File: src/rtl/csr_trap_ctrl_pkg.sv
// Shared encodings for the CSR trap controller: request kinds, FSM states,
// vector CSR addresses, funct3 op codes and the registered output bundle.
package csr_trap_ctrl_pkg;

   localparam int CSR_ADDR_W = 12;

   localparam logic [CSR_ADDR_W-1:0] CSR_MTVEC_ADDR = 12'h305;
   localparam logic [CSR_ADDR_W-1:0] CSR_MEPC_ADDR  = 12'h341;

   localparam logic [2:0] CSR_OP_CONST = 3'b001;

   // funct3[1:0] selects the op; funct3[2] selects the zimm source
   localparam logic [1:0] F3_NONE = 2'b00;
   localparam logic [1:0] F3_RW   = 2'b01;
   localparam logic [1:0] F3_RS   = 2'b10;
   localparam logic [1:0] F3_RC   = 2'b11;

   typedef enum logic [2:0] {
      KIND_CSR      = 3'd0,
      KIND_ECALL    = 3'd1,
      KIND_EBREAK   = 3'd2,
      KIND_MRET     = 3'd3,
      KIND_MISAL_LD = 3'd4,
      KIND_MISAL_ST = 3'd5,
      KIND_ILL6     = 3'd6,
      KIND_ILL7     = 3'd7
   } req_kind_e;

   typedef enum logic [2:0] {
      ST_IDLE,
      ST_CAPTURE,
      ST_RD_VEC,
      ST_REDIRECT,
      ST_CSR_RD,
      ST_CSR_WR,
      ST_DEAD
   } state_e;

   typedef struct packed {
      logic                  req_ready;
      logic                  csr_r_en;
      logic                  csr_w_en;
      logic [2:0]            csr_op;
      logic [31:0]           csr_in;
      logic [CSR_ADDR_W-1:0] csr_addr;
      logic                  csr_ecall;
      logic                  csr_ebreak;
      logic                  csr_mret;
      logic                  csr_misaligned;
      logic                  csr_misalign_store;
      logic [31:0]           csr_pc;
      logic [31:0]           csr_store_value;
      logic [14:0]           csr_mem_addr;
      logic [4:0]            csr_rd_addr;
      logic                  rd_we;
      logic [4:0]            rd_addr;
      logic [31:0]           rd_wdata;
      logic                  redirect_valid;
      logic [31:0]           redirect_pc;
   } ctrl_out_t;

   function automatic logic [31:0] csr_apply(input logic [1:0]  op,
                                             input logic [31:0] old_val,
                                             input logic [31:0] src);
      case (op)
         F3_RS:   return old_val | src;
         F3_RC:   return old_val & ~src;
         default: return src;
      endcase
   endfunction

endpackage

File: src/rtl/csr_trap_ctrl_if.sv
// Bundle between execute stage, trap controller and csr_unit.
// master = controller view; slave = the surrounding pipeline/csr_unit view.
interface csr_trap_ctrl_if;
   import csr_trap_ctrl_pkg::*;

   logic                  req_valid;
   logic                  req_ready;
   logic [2:0]            req_kind;
   logic [31:0]           req_pc;
   logic [31:0]           req_insn;
   logic [31:0]           req_rs1_val;
   logic [14:0]           req_mem_addr;
   logic [31:0]           req_store_val;

   logic                  csr_r_en;
   logic                  csr_w_en;
   logic [2:0]            csr_op;
   logic [31:0]           csr_in;
   logic [CSR_ADDR_W-1:0] csr_addr;
   logic [31:0]           csr_out;
   logic                  csr_ecall;
   logic                  csr_ebreak;
   logic                  csr_mret;
   logic                  csr_misaligned;
   logic                  csr_misalign_store;
   logic [31:0]           csr_pc;
   logic [31:0]           csr_store_value;
   logic [14:0]           csr_mem_addr;
   logic [4:0]            csr_rd_addr;

   logic                  rd_we;
   logic [4:0]            rd_addr;
   logic [31:0]           rd_wdata;
   logic                  redirect_valid;
   logic [31:0]           redirect_pc;

   modport master (
      input  req_valid, req_kind, req_pc, req_insn, req_rs1_val,
             req_mem_addr, req_store_val, csr_out,
      output req_ready, csr_r_en, csr_w_en, csr_op, csr_in, csr_addr,
             csr_ecall, csr_ebreak, csr_mret, csr_misaligned, csr_misalign_store,
             csr_pc, csr_store_value, csr_mem_addr, csr_rd_addr,
             rd_we, rd_addr, rd_wdata, redirect_valid, redirect_pc
   );

   modport slave (
      output req_valid, req_kind, req_pc, req_insn, req_rs1_val,
             req_mem_addr, req_store_val, csr_out,
      input  req_ready, csr_r_en, csr_w_en, csr_op, csr_in, csr_addr,
             csr_ecall, csr_ebreak, csr_mret, csr_misaligned, csr_misalign_store,
             csr_pc, csr_store_value, csr_mem_addr, csr_rd_addr,
             rd_we, rd_addr, rd_wdata, redirect_valid, redirect_pc
   );

endinterface

File: src/rtl/csr_trap_ctrl.sv
// CSR/trap sequencer: one request at a time, drives every csr_unit control,
// returns rd write-back and PC redirect. All outputs come from one register bank.
module csr_trap_ctrl
   import csr_trap_ctrl_pkg::*;
#(
   parameter logic [CSR_ADDR_W-1:0] MTVEC_ADDR = CSR_MTVEC_ADDR,
   parameter logic [CSR_ADDR_W-1:0] MEPC_ADDR  = CSR_MEPC_ADDR
) (
   input  logic            clk,
   input  logic            rst,
   csr_trap_ctrl_if.master bus
);

   state_e      r_state, w_state;
   ctrl_out_t   r_out, w_out;

   logic [2:0]  r_funct3;
   logic [4:0]  r_rs1_field;
   logic [4:0]  r_rd;
   logic [31:0] r_rs1_val;
   logic        r_is_mret;

   logic        w_accept;
   logic [31:0] w_src;

   assign w_accept = bus.req_valid && r_out.req_ready;
   assign w_src    = r_funct3[2] ? {27'b0, r_rs1_field} : r_rs1_val;

   // NOTE: every w_ signal gets a default before the case, so no path leaves a latch.
   always_comb begin
      w_state       = r_state;
      w_out         = '0;
      w_out.csr_op  = CSR_OP_CONST;

      case (r_state)
         ST_IDLE: begin
            if (w_accept) begin
               case (req_kind_e'(bus.req_kind))
                  KIND_CSR: begin
                     if (bus.req_insn[13:12] != F3_NONE) begin
                        w_state        = ST_CSR_RD;
                        w_out.csr_r_en = 1'b1;
                        w_out.csr_addr = bus.req_insn[31:20];
                     end
                  end
                  KIND_ECALL: begin
                     w_state         = ST_CAPTURE;
                     w_out.csr_ecall = 1'b1;
                     w_out.csr_pc    = bus.req_pc;
                  end
                  KIND_EBREAK: begin
                     w_state          = ST_CAPTURE;
                     w_out.csr_ebreak = 1'b1;
                     w_out.csr_pc     = bus.req_pc;
                  end
                  KIND_MRET: begin
                     w_state        = ST_CAPTURE;
                     w_out.csr_mret = 1'b1;
                  end
                  KIND_MISAL_LD, KIND_MISAL_ST: begin
                     w_state                  = ST_CAPTURE;
                     w_out.csr_misaligned     = 1'b1;
                     w_out.csr_misalign_store = (bus.req_kind == KIND_MISAL_ST);
                     w_out.csr_in             = bus.req_insn;
                     w_out.csr_pc             = bus.req_pc;
                     w_out.csr_mem_addr       = bus.req_mem_addr;
                     w_out.csr_store_value    = bus.req_store_val;
                     w_out.csr_rd_addr        = bus.req_insn[11:7];
                  end
                  default: w_state = ST_DEAD;
               endcase
            end
         end

         ST_CAPTURE: begin
            w_state        = ST_RD_VEC;
            w_out.csr_r_en = 1'b1;
            w_out.csr_addr = r_is_mret ? MEPC_ADDR : MTVEC_ADDR;
         end

         ST_RD_VEC: begin
            w_state              = ST_REDIRECT;
            w_out.redirect_valid = 1'b1;
            w_out.redirect_pc    = {bus.csr_out[31:2], 2'b00};
         end

         ST_CSR_RD: begin
            // csr_out here is the old value; read-modify-write completes next cycle
            w_state        = ST_CSR_WR;
            w_out.csr_addr = r_out.csr_addr;
            w_out.csr_in   = csr_apply(r_funct3[1:0], bus.csr_out, w_src);
            w_out.csr_w_en = (r_funct3[1:0] == F3_RW) || (r_rs1_field != 5'd0);
            w_out.rd_we    = (r_rd != 5'd0);
            w_out.rd_addr  = r_rd;
            w_out.rd_wdata = bus.csr_out;
         end

         default: w_state = ST_IDLE;
      endcase

      w_out.req_ready = (w_state == ST_IDLE);
   end

   // NOTE: sequential state uses non-blocking assignments so all registers update together.
   always_ff @(posedge clk or negedge rst) begin
      if (!rst) begin
         r_state <= ST_IDLE;
         r_out   <= '0;
      end else begin
         r_state <= w_state;
         r_out   <= w_out;
      end
   end

   // Request fields are captured only on the accepting edge
   always_ff @(posedge clk or negedge rst) begin
      if (!rst) begin
         r_funct3    <= '0;
         r_rs1_field <= '0;
         r_rd        <= '0;
         r_rs1_val   <= '0;
         r_is_mret   <= 1'b0;
      end else if (w_accept) begin
         r_funct3    <= bus.req_insn[14:12];
         r_rs1_field <= bus.req_insn[19:15];
         r_rd        <= bus.req_insn[11:7];
         r_rs1_val   <= bus.req_rs1_val;
         r_is_mret   <= (bus.req_kind == KIND_MRET);
      end
   end

   assign bus.req_ready          = r_out.req_ready;
   assign bus.csr_r_en           = r_out.csr_r_en;
   assign bus.csr_w_en           = r_out.csr_w_en;
   assign bus.csr_op             = r_out.csr_op;
   assign bus.csr_in             = r_out.csr_in;
   assign bus.csr_addr           = r_out.csr_addr;
   assign bus.csr_ecall          = r_out.csr_ecall;
   assign bus.csr_ebreak         = r_out.csr_ebreak;
   assign bus.csr_mret           = r_out.csr_mret;
   assign bus.csr_misaligned     = r_out.csr_misaligned;
   assign bus.csr_misalign_store = r_out.csr_misalign_store;
   assign bus.csr_pc             = r_out.csr_pc;
   assign bus.csr_store_value    = r_out.csr_store_value;
   assign bus.csr_mem_addr       = r_out.csr_mem_addr;
   assign bus.csr_rd_addr        = r_out.csr_rd_addr;
   assign bus.rd_we              = r_out.rd_we;
   assign bus.rd_addr            = r_out.rd_addr;
   assign bus.rd_wdata           = r_out.rd_wdata;
   assign bus.redirect_valid     = r_out.redirect_valid;
   assign bus.redirect_pc        = r_out.redirect_pc;

endmodule

File: src/flat_wrapper.sv
// flat-port wrapper written by rule: the top's interface ports become plain ports
module csr_trap_ctrl_flat import csr_trap_ctrl_pkg::*;
#(
   parameter logic [CSR_ADDR_W-1:0] MTVEC_ADDR = CSR_MTVEC_ADDR,
   parameter logic [CSR_ADDR_W-1:0] MEPC_ADDR  = CSR_MEPC_ADDR
)
  (clk, rst, bus_req_valid, bus_req_kind, bus_req_pc, bus_req_insn, bus_req_rs1_val, bus_req_mem_addr, bus_req_store_val, bus_csr_out, bus_req_ready, bus_csr_r_en, bus_csr_w_en, bus_csr_op, bus_csr_in, bus_csr_addr, bus_csr_ecall, bus_csr_ebreak, bus_csr_mret, bus_csr_misaligned, bus_csr_misalign_store, bus_csr_pc, bus_csr_store_value, bus_csr_mem_addr, bus_csr_rd_addr, bus_rd_we, bus_rd_addr, bus_rd_wdata, bus_redirect_valid, bus_redirect_pc);
  csr_trap_ctrl_if bus_i ();
  input  logic clk;
  input  logic rst;
  input wire logic [$bits(bus_i.req_valid)-1:0] bus_req_valid;
  input wire logic [$bits(bus_i.req_kind)-1:0] bus_req_kind;
  input wire logic [$bits(bus_i.req_pc)-1:0] bus_req_pc;
  input wire logic [$bits(bus_i.req_insn)-1:0] bus_req_insn;
  input wire logic [$bits(bus_i.req_rs1_val)-1:0] bus_req_rs1_val;
  input wire logic [$bits(bus_i.req_mem_addr)-1:0] bus_req_mem_addr;
  input wire logic [$bits(bus_i.req_store_val)-1:0] bus_req_store_val;
  input wire logic [$bits(bus_i.csr_out)-1:0] bus_csr_out;
  output wire logic [$bits(bus_i.req_ready)-1:0] bus_req_ready;
  output wire logic [$bits(bus_i.csr_r_en)-1:0] bus_csr_r_en;
  output wire logic [$bits(bus_i.csr_w_en)-1:0] bus_csr_w_en;
  output wire logic [$bits(bus_i.csr_op)-1:0] bus_csr_op;
  output wire logic [$bits(bus_i.csr_in)-1:0] bus_csr_in;
  output wire logic [$bits(bus_i.csr_addr)-1:0] bus_csr_addr;
  output wire logic [$bits(bus_i.csr_ecall)-1:0] bus_csr_ecall;
  output wire logic [$bits(bus_i.csr_ebreak)-1:0] bus_csr_ebreak;
  output wire logic [$bits(bus_i.csr_mret)-1:0] bus_csr_mret;
  output wire logic [$bits(bus_i.csr_misaligned)-1:0] bus_csr_misaligned;
  output wire logic [$bits(bus_i.csr_misalign_store)-1:0] bus_csr_misalign_store;
  output wire logic [$bits(bus_i.csr_pc)-1:0] bus_csr_pc;
  output wire logic [$bits(bus_i.csr_store_value)-1:0] bus_csr_store_value;
  output wire logic [$bits(bus_i.csr_mem_addr)-1:0] bus_csr_mem_addr;
  output wire logic [$bits(bus_i.csr_rd_addr)-1:0] bus_csr_rd_addr;
  output wire logic [$bits(bus_i.rd_we)-1:0] bus_rd_we;
  output wire logic [$bits(bus_i.rd_addr)-1:0] bus_rd_addr;
  output wire logic [$bits(bus_i.rd_wdata)-1:0] bus_rd_wdata;
  output wire logic [$bits(bus_i.redirect_valid)-1:0] bus_redirect_valid;
  output wire logic [$bits(bus_i.redirect_pc)-1:0] bus_redirect_pc;
  assign bus_i.req_valid = bus_req_valid;
  assign bus_i.req_kind = bus_req_kind;
  assign bus_i.req_pc = bus_req_pc;
  assign bus_i.req_insn = bus_req_insn;
  assign bus_i.req_rs1_val = bus_req_rs1_val;
  assign bus_i.req_mem_addr = bus_req_mem_addr;
  assign bus_i.req_store_val = bus_req_store_val;
  assign bus_i.csr_out = bus_csr_out;
  assign bus_req_ready = bus_i.req_ready;
  assign bus_csr_r_en = bus_i.csr_r_en;
  assign bus_csr_w_en = bus_i.csr_w_en;
  assign bus_csr_op = bus_i.csr_op;
  assign bus_csr_in = bus_i.csr_in;
  assign bus_csr_addr = bus_i.csr_addr;
  assign bus_csr_ecall = bus_i.csr_ecall;
  assign bus_csr_ebreak = bus_i.csr_ebreak;
  assign bus_csr_mret = bus_i.csr_mret;
  assign bus_csr_misaligned = bus_i.csr_misaligned;
  assign bus_csr_misalign_store = bus_i.csr_misalign_store;
  assign bus_csr_pc = bus_i.csr_pc;
  assign bus_csr_store_value = bus_i.csr_store_value;
  assign bus_csr_mem_addr = bus_i.csr_mem_addr;
  assign bus_csr_rd_addr = bus_i.csr_rd_addr;
  assign bus_rd_we = bus_i.rd_we;
  assign bus_rd_addr = bus_i.rd_addr;
  assign bus_rd_wdata = bus_i.rd_wdata;
  assign bus_redirect_valid = bus_i.redirect_valid;
  assign bus_redirect_pc = bus_i.redirect_pc;
  csr_trap_ctrl #(.MTVEC_ADDR(MTVEC_ADDR), .MEPC_ADDR(MEPC_ADDR)) u_core (.clk(clk), .rst(rst), .bus(bus_i));
endmodule
File: config.mk
export PLATFORM = sky130hd
export DESIGN_NAME = csr_trap_ctrl_flat
export DESIGN_NICKNAME = d
export VERILOG_FILES = /design/src/rtl/csr_trap_ctrl_pkg.sv /design/src/rtl/csr_trap_ctrl_if.sv /design/src/rtl/csr_trap_ctrl.sv /design/src/flat_wrapper.sv
export SDC_FILE = /design/constraint.sdc
export NUM_CORES = 1
export LEC_CHECK = 0
export BUFFER_PORTS_ARGS = -buffer_cell sky130_fd_sc_hd__buf_2
export CAP_MARGIN = 30
export CORE_AREA = 3 3 152 154
export CTS_CLUSTER_SIZE = 14
export DETAILED_ROUTE_END_ITERATION = 8
export DIE_AREA = 0 0 155 157
export PLACE_DENSITY = 0.75
export SLEW_MARGIN = 25
export SYNTH_ARGS = -nofsm -noshare
export SYNTH_HDL_FRONTEND = slang
export SYNTH_SLANG_ARGS = --single-unit
File: constraint.sdc
create_clock -name clk -period 2.15 [get_ports clk]
set_clock_uncertainty 0.1 [all_clocks]
set_input_delay 0.215 -clock clk [delete_from_list [all_inputs] [get_ports clk]]
set_output_delay 0.215 -clock clk [all_outputs]
set_load 0.01 [all_outputs]
==> flow_summary.rst, run 1 <==
.. list-table::
   :header-rows: 1

   * - Metric
     - Value
   * - Status
     - finished clean
   * - Row count
     - 54
   * - RD Place Congestion
     - 0.830
   * - Multi-input gate area
     - 2650 sq um
   * - Post-Syn Instances
     - 689
   * - Wire length of the first global-routing pass
     - 47600 um
   * - Clock tree root driver cell
     - clkbuf_16
   * - Critical path's slowest cell
     - or4_1
   * - Path category of the worst min-delay check
     - in2async
   * - Most frequent cells in the layout
     - 385 x buf_2, 254 x dfrtp_1, 179 x dlygate4sd3_1, 153 x and2_1, 45 x mux2_2
   * - Avg Inst Size Synth
     - 13.6 sq um
   * - Chain of cells forming the critical path
     - or4_1, nor3b_4, buf_12, a22o_1
   * - Peak supply drop
     - 0.679 mV
   * - Data arrival at the endpoint of the critical path
     - 2.34 ns
   * - Count of endpoints failing hold in the final timing report
     - 0
   * - Fillers
     - 1515
   * - Share of final-layout standard cells stronger than drive strength 1
     - 39.3%
   * - Count of buffer and inverter cells on the critical path
     - 1
   * - Detailed Place HPWL
     - 19100 um
   * - Kind of end point of the critical path
     - flip-flop
   * - Share of the clock period used by the worst path after layout
     - 92.7%
   * - Number of global-route vias before repair
     - 8427
   * - TritonCTS buffer count
     - 27
   * - Filler-free cell count of the finished design
     - 1558
   * - Cell taking the most area after synthesis
     - dfrtp_1
   * - Core area
     - 21800 sq um
   * - Slew at the pin with the worst max-slew slack
     - 0.699 ns
   * - Unrepaired setup endpoints after global routing
     - no
   * - Post-DR wirelength/cell
     - 19.9 um
   * - Time the worst path needs with I/O delays and setup
     - 1.99 ns
   * - Relative area change from synthesis to final layout
     - 54.5%
   * - Crit path launch type
     - flip-flop
   * - Detailed route wirelength on metal3
     - 2180 um
   * - Number of antenna violations at the first check in global routing
     - 1
   * - Clock latency of the later-clocked register in the worst-skew pair
     - 0.52 ns
   * - Number of detailed-route iterations in the first pass
     - 4
   * - Proportion of netlist area held by the largest area contributor
     - 68.3%
   * - Pleak
     - 7.79 nW
   * - Num ports
     - 391
   * - Yosys synthesis warning count
     - 0
   * - Starting utilization of the core area
     - 42.8%
   * - Global Route Usage Sum
     - 24.9%
   * - Worst setup path category
     - reg2reg
   * - Flip-flop and latch area
     - 6380 sq um
   * - Setup tns final
     - 0 ns
   * - Dominant register cell in the synthesized netlist
     - dfrtp_1
   * - Largest net degree at the start of global routing
     - 67
   * - Residual overflow from global routing
     - 0
   * - PD cells
     - 1030 nW/um^2
   * - Cell area after synthesis
     - 9340 sq um
   * - Die width
     - 155 um
   * - Worst hold slack after final layout
     - 0.159 ns
   * - Clock tree from TritonCTS
     - done
   * - Dominant delay contributor by cell family on the critical path
     - simple AND/OR/NAND/NOR gates
   * - Net total in the final layout
     - 1439
   * - CTS clk-pin slew, worst paths
     - 0.06 ns
   * - Detailed-routed wire length on met2
     - 16200 um
   * - Max-capacitance violation count
     - 0
   * - Remaining antenna violation count
     - 0
   * - Max frequency
     - 0.502 GHz
   * - Reg-to-reg critical path startpoint
     - u_core.r_state[2]
   * - Overall die area
     - 24300 sq um
   * - Sequential area share after synthesis
     - 68.3%
   * - Cell types occupying the most area after synthesis
     - dfrtp_1 68%, and2_1 10%, mux2_2 5.4%
   * - Endpoints failing setup
     - 0
   * - Number of enable flip-flop cells after synthesis
     - 0
   * - Number of storage elements in the synthesis netlist
     - 255
   * - Pins over their slew limit
     - 0
   * - DRC violations left
     - 0
   * - Data required time at the worst endpoint
     - 2.50 ns
   * - Total wire length
     - 31000 um
   * - Cells resized by post-CTS repair
     - 0
   * - Crit. Startpoint
     - u_core.r_state[2]
   * - Most common cell after layout, fill and taps aside
     - buf_2
   * - Met1 layer wirelength in the final routing
     - 11500 um
   * - Headroom to the max-slew limit
     - 53.4%
   * - Slowest cell delay on critical path
     - 0.61 ns
   * - Worst Path Max Fanout
     - 36
   * - Max H-tree Level
     - 1
   * - Height of the die
     - 157 um
   * - Top layer reached by signal wires
     - met4
   * - Starting DRT DRC Count
     - 391
   * - Total via count after detailed routing
     - 7714
   * - Port Buffers
     - 386
   * - Unique cell type count in the Yosys netlist
     - 32
   * - Share of async-settable or async-resettable flops after synthesis
     - 100%
   * - Per-cell via count in the routed design
     - 4.95
   * - Placed Cells incl. Taps
     - 1330
   * - Number of sinks driven by the clock tree
     - 255
   * - Maximum clock insertion buffer count
     - 3
-- per-layer routing --
metal / vias up / GRT usage [%]
met5: - / 0
met2: 339 / 45.1
li1: 3454 / -
met4: 0 / 9.21
met3: 80 / 5.66
met1: 3841 / 29.0
-- state kept, by name, indices dropped and copies added, names as in the netlist, 3 cells and up --
register,cells
u_core.bus.csr_store_value,32
u_core.bus.redirect_pc,30
u_core.r_state,3
u_core.bus.csr_mem_addr,15
u_core.r_funct3,3
u_core.r_rs1_field,5
u_core.bus.csr_rd_addr,5
u_core.r_rs1_val,32
u_core.bus.csr_in,32
u_core.r_rd,5
u_core.bus.csr_addr,12
u_core.bus.rd_addr,5
u_core.bus.csr_pc,32
u_core.bus.rd_wdata,32
-- logic make-up after synthesis --
kind of cell | share of synthesized area (%)
simple gates | 12.5
buf+inv | 3.59
compound gates | 9.51
mux | 5.96
other cells | 0.0804
flops | 68.3
-- cells in the mapped netlist, types with 2 or more instances --
cell type,instances
dfrtp_1,255
and2_1,154
mux2_2,45
a22o_1,40
clkbuf_1,35
inv_1,29
o31ai_1,28
o211ai_1,27
buf_4,9
o21ai_0,8
nand2_1,6
mux2i_1,5
nand3_1,5
nor2_1,5
a21oi_1,4
a221o_1,4
buf_2,4
and3_1,3
nor3_1,3
a21o_1,2
buf_1,2
conb_1,2
nor2b_1,2
nor3b_1,2
nor4_1,2
or2_2,2
-- metrics by stage --
stage | setup slack (ns) | area, sq um | power, W | utilization [%]
2_1_floorplan | 0.260 | 9350 | 0.00820 | -
3_3_place_gp | 0.244 | 11700 | 0.00958 | 53.6
3_5_place_dp | 0.203 | 11700 | 0.00969 | 53.6
4_1_cts | 0.186 | 14400 | 0.0149 | 66.1
5_1_grt | 0.0943 | 14400 | 0.0157 | 66.1
6_report | 0.157 | 14400 | 0.0149 | 66.1
-- final timing paths --
kind | endpoint | slack (ns) | cells past startpoint
setup / recovery | u_core.bus.csr_in[28] | 0.16 | 4
setup reg to reg | u_core.bus.csr_in[28] | 0.16 | 4
hold reg to reg | u_core.bus.rd_addr[1] | 0.40 | 1
min in group clk | u_core.bus.csr_ebreak | 0.20 | 5
hold / removal | u_core.r_rs1_val[25] | 0.16 | 2
max in group asynchronous | u_core.bus.csr_pc[0] | 1.07 | 3
-- area by class of cell --
type / count / share of cell area [%]
Antenna cell: 1 / 0.0173
Clock buffer: 38 / 5.24
Clock inverter: 10 / 1.27
Inverter: 29 / 0.754
Multi-Input combinational cell: 358 / 18.4
Sequential cell: 255 / 44.2
Tap cell: 280 / 2.43
Timing Repair Buffer: 587 / 27.7
-- report_power, final --
part           total, W  internal (W)  leakage, nW  switching [W]
Sequential      0.00613       0.00565         3.42       0.000480
Clock           0.00494       0.00305        0.453        0.00190
Combinational   0.00384       0.00175         3.91        0.00210
-- repair_timing --
item | in CTS | in global routing
setup buffers | 0 | 0
hold buffers | 179 | 0
hold endpoints to repair | 398 | 0
No activity file was read; power rests on OpenSTA's default activity.
==> run 2, diff against run 1 <==
ABC_AREA = 1   (was not set)
CORE_AREA = 3 3 150 152   (was 3 3 152 154)
CTS_BUF_LIST = sky130_fd_sc_hd__clkbuf_4 sky130_fd_sc_hd__clkbuf_8   (was not set)
DIE_AREA = 0 0 153 155   (was 0 0 155 157)
PLACE_DENSITY = 0.77   (was 0.75)
SETUP_SLACK_MARGIN = 0.1   (was not set)
==> run 2 against run 1 <==
Compared with the run above:
- utilization grew 2.3 points
- global-route usage grew 3.5 points
- total power shrank 4.7%
- largest cell class unchanged
- largest power group unchanged
==> flow_summary.rst, run 2 <==
.. list-table::
   :header-rows: 1

   * - Metric
     - Value
   * - PD cells
     - 982 nW/um^2 (-5.0%)
   * - Unique cell type count in the Yosys netlist
     - 27 (-16%)
   * - Per-cell via count in the routed design
     - 4.82 (-2.7%)
   * - Slowest cell delay on critical path
     - 0.48 ns (-0.13 ns)
   * - Core area
     - 21200 sq um (-3.1%)
   * - Dominant register cell in the synthesized netlist
     - dfrtp_1
   * - Max H-tree Level
     - 2 (+1)
   * - Pleak
     - 8.44 nW (+8.4%)
   * - Most repeated library cell on the critical path
     - nand2_1
   * - Time the worst path needs with I/O delays and setup
     - 1.78 ns (-0.216 ns)
   * - Yosys synthesis warning count
     - 0 (unchanged)
   * - Int Pwr
     - 0.00956 W (-8.4%)
   * - Setup ws final
     - 0.373 ns (+0.216 ns)
   * - Switching power
     - 0.00466 W (+4.1%)
   * - Net total in the final layout
     - 1742 (+21%)
   * - Worst setup path category
     - reg2reg
   * - Detailed Place HPWL
     - 21800 um (+14%)
   * - Dominant delay contributor by cell family on the critical path
     - buffers and inverters
   * - Height of the die
     - 155 um (-1.3%)
   * - Sequential area share after synthesis
     - 67.7% (-0.64 points)
   * - Data required time at the worst endpoint
     - 2.52 ns (+0.02 ns)
   * - Most common cell after layout, fill and taps aside
     - buf_2
   * - Share of the clock period used by the worst path after layout
     - 82.6% (-10 points)
   * - Overall die area
     - 23700 sq um (-2.5%)
   * - Clock tree root driver cell
     - clkbuf_8
   * - Chain of cells forming the critical path
     - inv_2, nand3_2, buf_4, nand2_1, a21oi_1, nand2_1, nor2_1
   * - Data arrival at the endpoint of the critical path
     - 2.15 ns (-0.19 ns)
   * - Wire length of the first global-routing pass
     - 52800 um (+11%)
   * - Clock tree from TritonCTS
     - done
   * - Peak supply drop
     - 0.596 mV (-12%)
   * - Clock latency of the later-clocked register in the worst-skew pair
     - 0.54 ns (+0.02 ns)
   * - Port Buffers
     - 386 (unchanged)
   * - Worst slack, placed
     - 0.426 ns (+0.223 ns)
   * - Crit path launch type
     - flip-flop
   * - Cells resized by post-CTS repair
     - 0 (unchanged)
   * - Post-DR wirelength/cell
     - 18.4 um (-7.6%)
   * - TritonCTS buffer count
     - 43 (+59%)
   * - Number of storage elements in the synthesis netlist
     - 255 (unchanged)
   * - Kind of end point of the critical path
     - flip-flop
   * - Cell taking the most area after synthesis
     - dfrtp_1
   * - Switching fraction of total power
     - 32.8% (+2.8 points)
   * - Relative area change from synthesis to final layout
     - 53.6%
   * - Remaining antenna violation count
     - 0 (unchanged)
   * - Slew at the pin with the worst max-slew slack
     - 0.592 ns (-0.106 ns)
   * - Max frequency
     - 0.563 GHz (+12%)
   * - Part of the total power dissipated in sequential elements
     - 42.6% (+1.5 points)
   * - Critical path's slowest cell
     - buf_4
   * - Num ports
     - 391 (unchanged)
   * - Cell area after synthesis
     - 9430 sq um (+0.95%)
   * - CTS clk-pin slew, worst paths
     - 0.06 ns (about the same)
   * - Number of enable flip-flop cells after synthesis
     - 0 (unchanged)
   * - Most common library cells after synthesis
     - 256 x nand2_1, 255 x dfrtp_1, 154 x nor2_1
   * - Total via count after detailed routing
     - 9007 (+17%)
   * - Endpoints failing setup
     - 0 (unchanged)
   * - Number of sinks driven by the clock tree
     - 255 (unchanged)
   * - Number of antenna violations at the first check in global routing
     - 4 (+3)
   * - RD Place Congestion
     - 0.840 (+1.2%)
   * - Post-Syn Instances
     - 971 (+41%)
   * - Share of final-layout standard cells stronger than drive strength 1
     - 31.8% (-7.5 points)
   * - Die width
     - 153 um (-1.3%)
   * - DRC violations left
     - 0 (unchanged)
   * - Starting utilization of the core area
     - 44.6% (+1.8 points)
   * - Total wire length
     - 34400 um (+11%)
   * - Proportion of netlist area held by the largest area contributor
     - 67.7% (-0.64 points)
   * - Residual overflow from global routing
     - 0 (unchanged)
   * - Most frequent cells in the layout
     - 385 x buf_2, 255 x nand2_1, 255 x dfrtp_1, 180 x dlygate4sd3_1, 153 x nor2_1
   * - Path category of the worst min-delay check
     - in2async
   * - Combinational Power Share
     - 25.2% (-0.6 points)
   * - Max-capacitance violation count
     - 0 (unchanged)
   * - Overall power after layout
     - 0.0142 W (-4.7%)
   * - Row count
     - 53 (-1.9%)
   * - Unrepaired setup endpoints after global routing
     - no
   * - Number of global-route vias before repair
     - 9595 (+14%)
   * - Status
     - finished clean
   * - Relative contribution of the clock network to total power
     - 32.2% (-0.9 points)
   * - Cell types occupying the most area after synthesis
     - dfrtp_1 68%, nand2_1 10%, nor2_1 6.1%
   * - Pins over their slew limit
     - 0 (unchanged)
   * - Avg Inst Size Synth
     - 9.71 sq um (-28%)
   * - Count of buffer and inverter cells on the critical path
     - 2 (+1)
   * - Count of endpoints failing hold in the final timing report
     - 0 (unchanged)
   * - Maximum clock insertion buffer count
     - 3 (unchanged)
   * - Largest net degree at the start of global routing
     - 69 (+3.0%)
   * - Starting DRT DRC Count
     - 802 (+110%)
   * - Number of detailed-route iterations in the first pass
     - 5 (+1)
   * - Top-count cell post-synth
     - nand2_1
   * - Global Route Usage Sum
     - 28.4% (+3.5 points)
   * - Headroom to the max-slew limit
     - 60.5% (+7.1 points)
   * - Setup tns final
     - 0 ns (unchanged)
   * - Worst Path Max Fanout
     - 41 (+14%)
   * - Share of async-settable or async-resettable flops after synthesis
     - 100% (unchanged)
## run 2: power by group through the flow
| stage | clock [W] | sequential, W | combinational [W] |
|---|---|---|---|
| 2_1_floorplan | 0 | 0.00622 | 0.00168 |
| 3_3_place_gp | 0 | 0.00609 | 0.00314 |
| 3_5_place_dp | 0 | 0.00611 | 0.00322 |
| 4_1_cts | 0.00464 | 0.00604 | 0.00350 |
| 5_1_grt | 0.00489 | 0.00614 | 0.00397 |
| 6_report | 0.00458 | 0.00606 | 0.00358 |
## run 2: per-layer routing
layer	vias to the layer above	wire length (um)	track usage (%)
met5	-	23	0
met4	4	1400	12.0
met3	110	3200	7.93
met2	548	17200	48.6
met1	4208	12600	34.0
li1	4137	-	-
## run 2: cells by family after synthesis
group           after synthesis  synth area share, %
compound gates              105                 6.44
buf+inv                     166                 7.22
simple gates                443                 18.6
flops                       255                 67.7
other cells                   2               0.0797
## run 2: metrics by stage
| stage | cells | hold WS (ns) | instance area [sq um] | utilization (%) |
|---|---|---|---|---|
| final | 1870 | 0.160 | 14500 | 68.4 |
| after global placement | 1611 | 0.126 | 11800 | 55.6 |
| after floorplan | 974 | -0.181 | 9440 | - |
| after detailed placement | 1611 | 0.128 | 11800 | 55.6 |
| after global routing | 1870 | 0.163 | 14500 | 68.4 |
| after CTS | 1868 | 0.133 | 14500 | 68.4 |
## run 2: area by class of cell
type / instances / area (sq um)
antenna: 2 / 5.00
clock buffer: 65 / 801
tap: 275 / 344
sequential: 255 / 6380
fill: 1571 / 6680
clock inverter: 12 / 118
timing repair buffer: 590 / 4000
inverter: 118 / 444
multi-input combinational: 553 / 2390
## run 2: final timing paths
kind	startpoint	to	slack, ns	cells past startpoint
hold reg to reg	u_core.r_rs1_val[10]	u_core.r_rs1_val[10]	0.38	2
setup reg to reg	u_core.r_state[0]	u_core.bus.req_ready	0.37	7
min in group clk	bus_req_rs1_val[16]	u_core.r_rs1_val[16]	0.32	4
max in group asynchronous	rst	u_core.bus.csr_mem_addr[1]	1.10	3
setup / recovery	u_core.r_state[0]	u_core.bus.req_ready	0.37	7
hold / removal	rst	u_core.bus.csr_addr[3]	0.16	2
## run 2: timing repair
action | CTS | global route
hold endpoints to repair | 364 | 0
hold buffers | 180 | 0
buffers inserted | 0 | 0
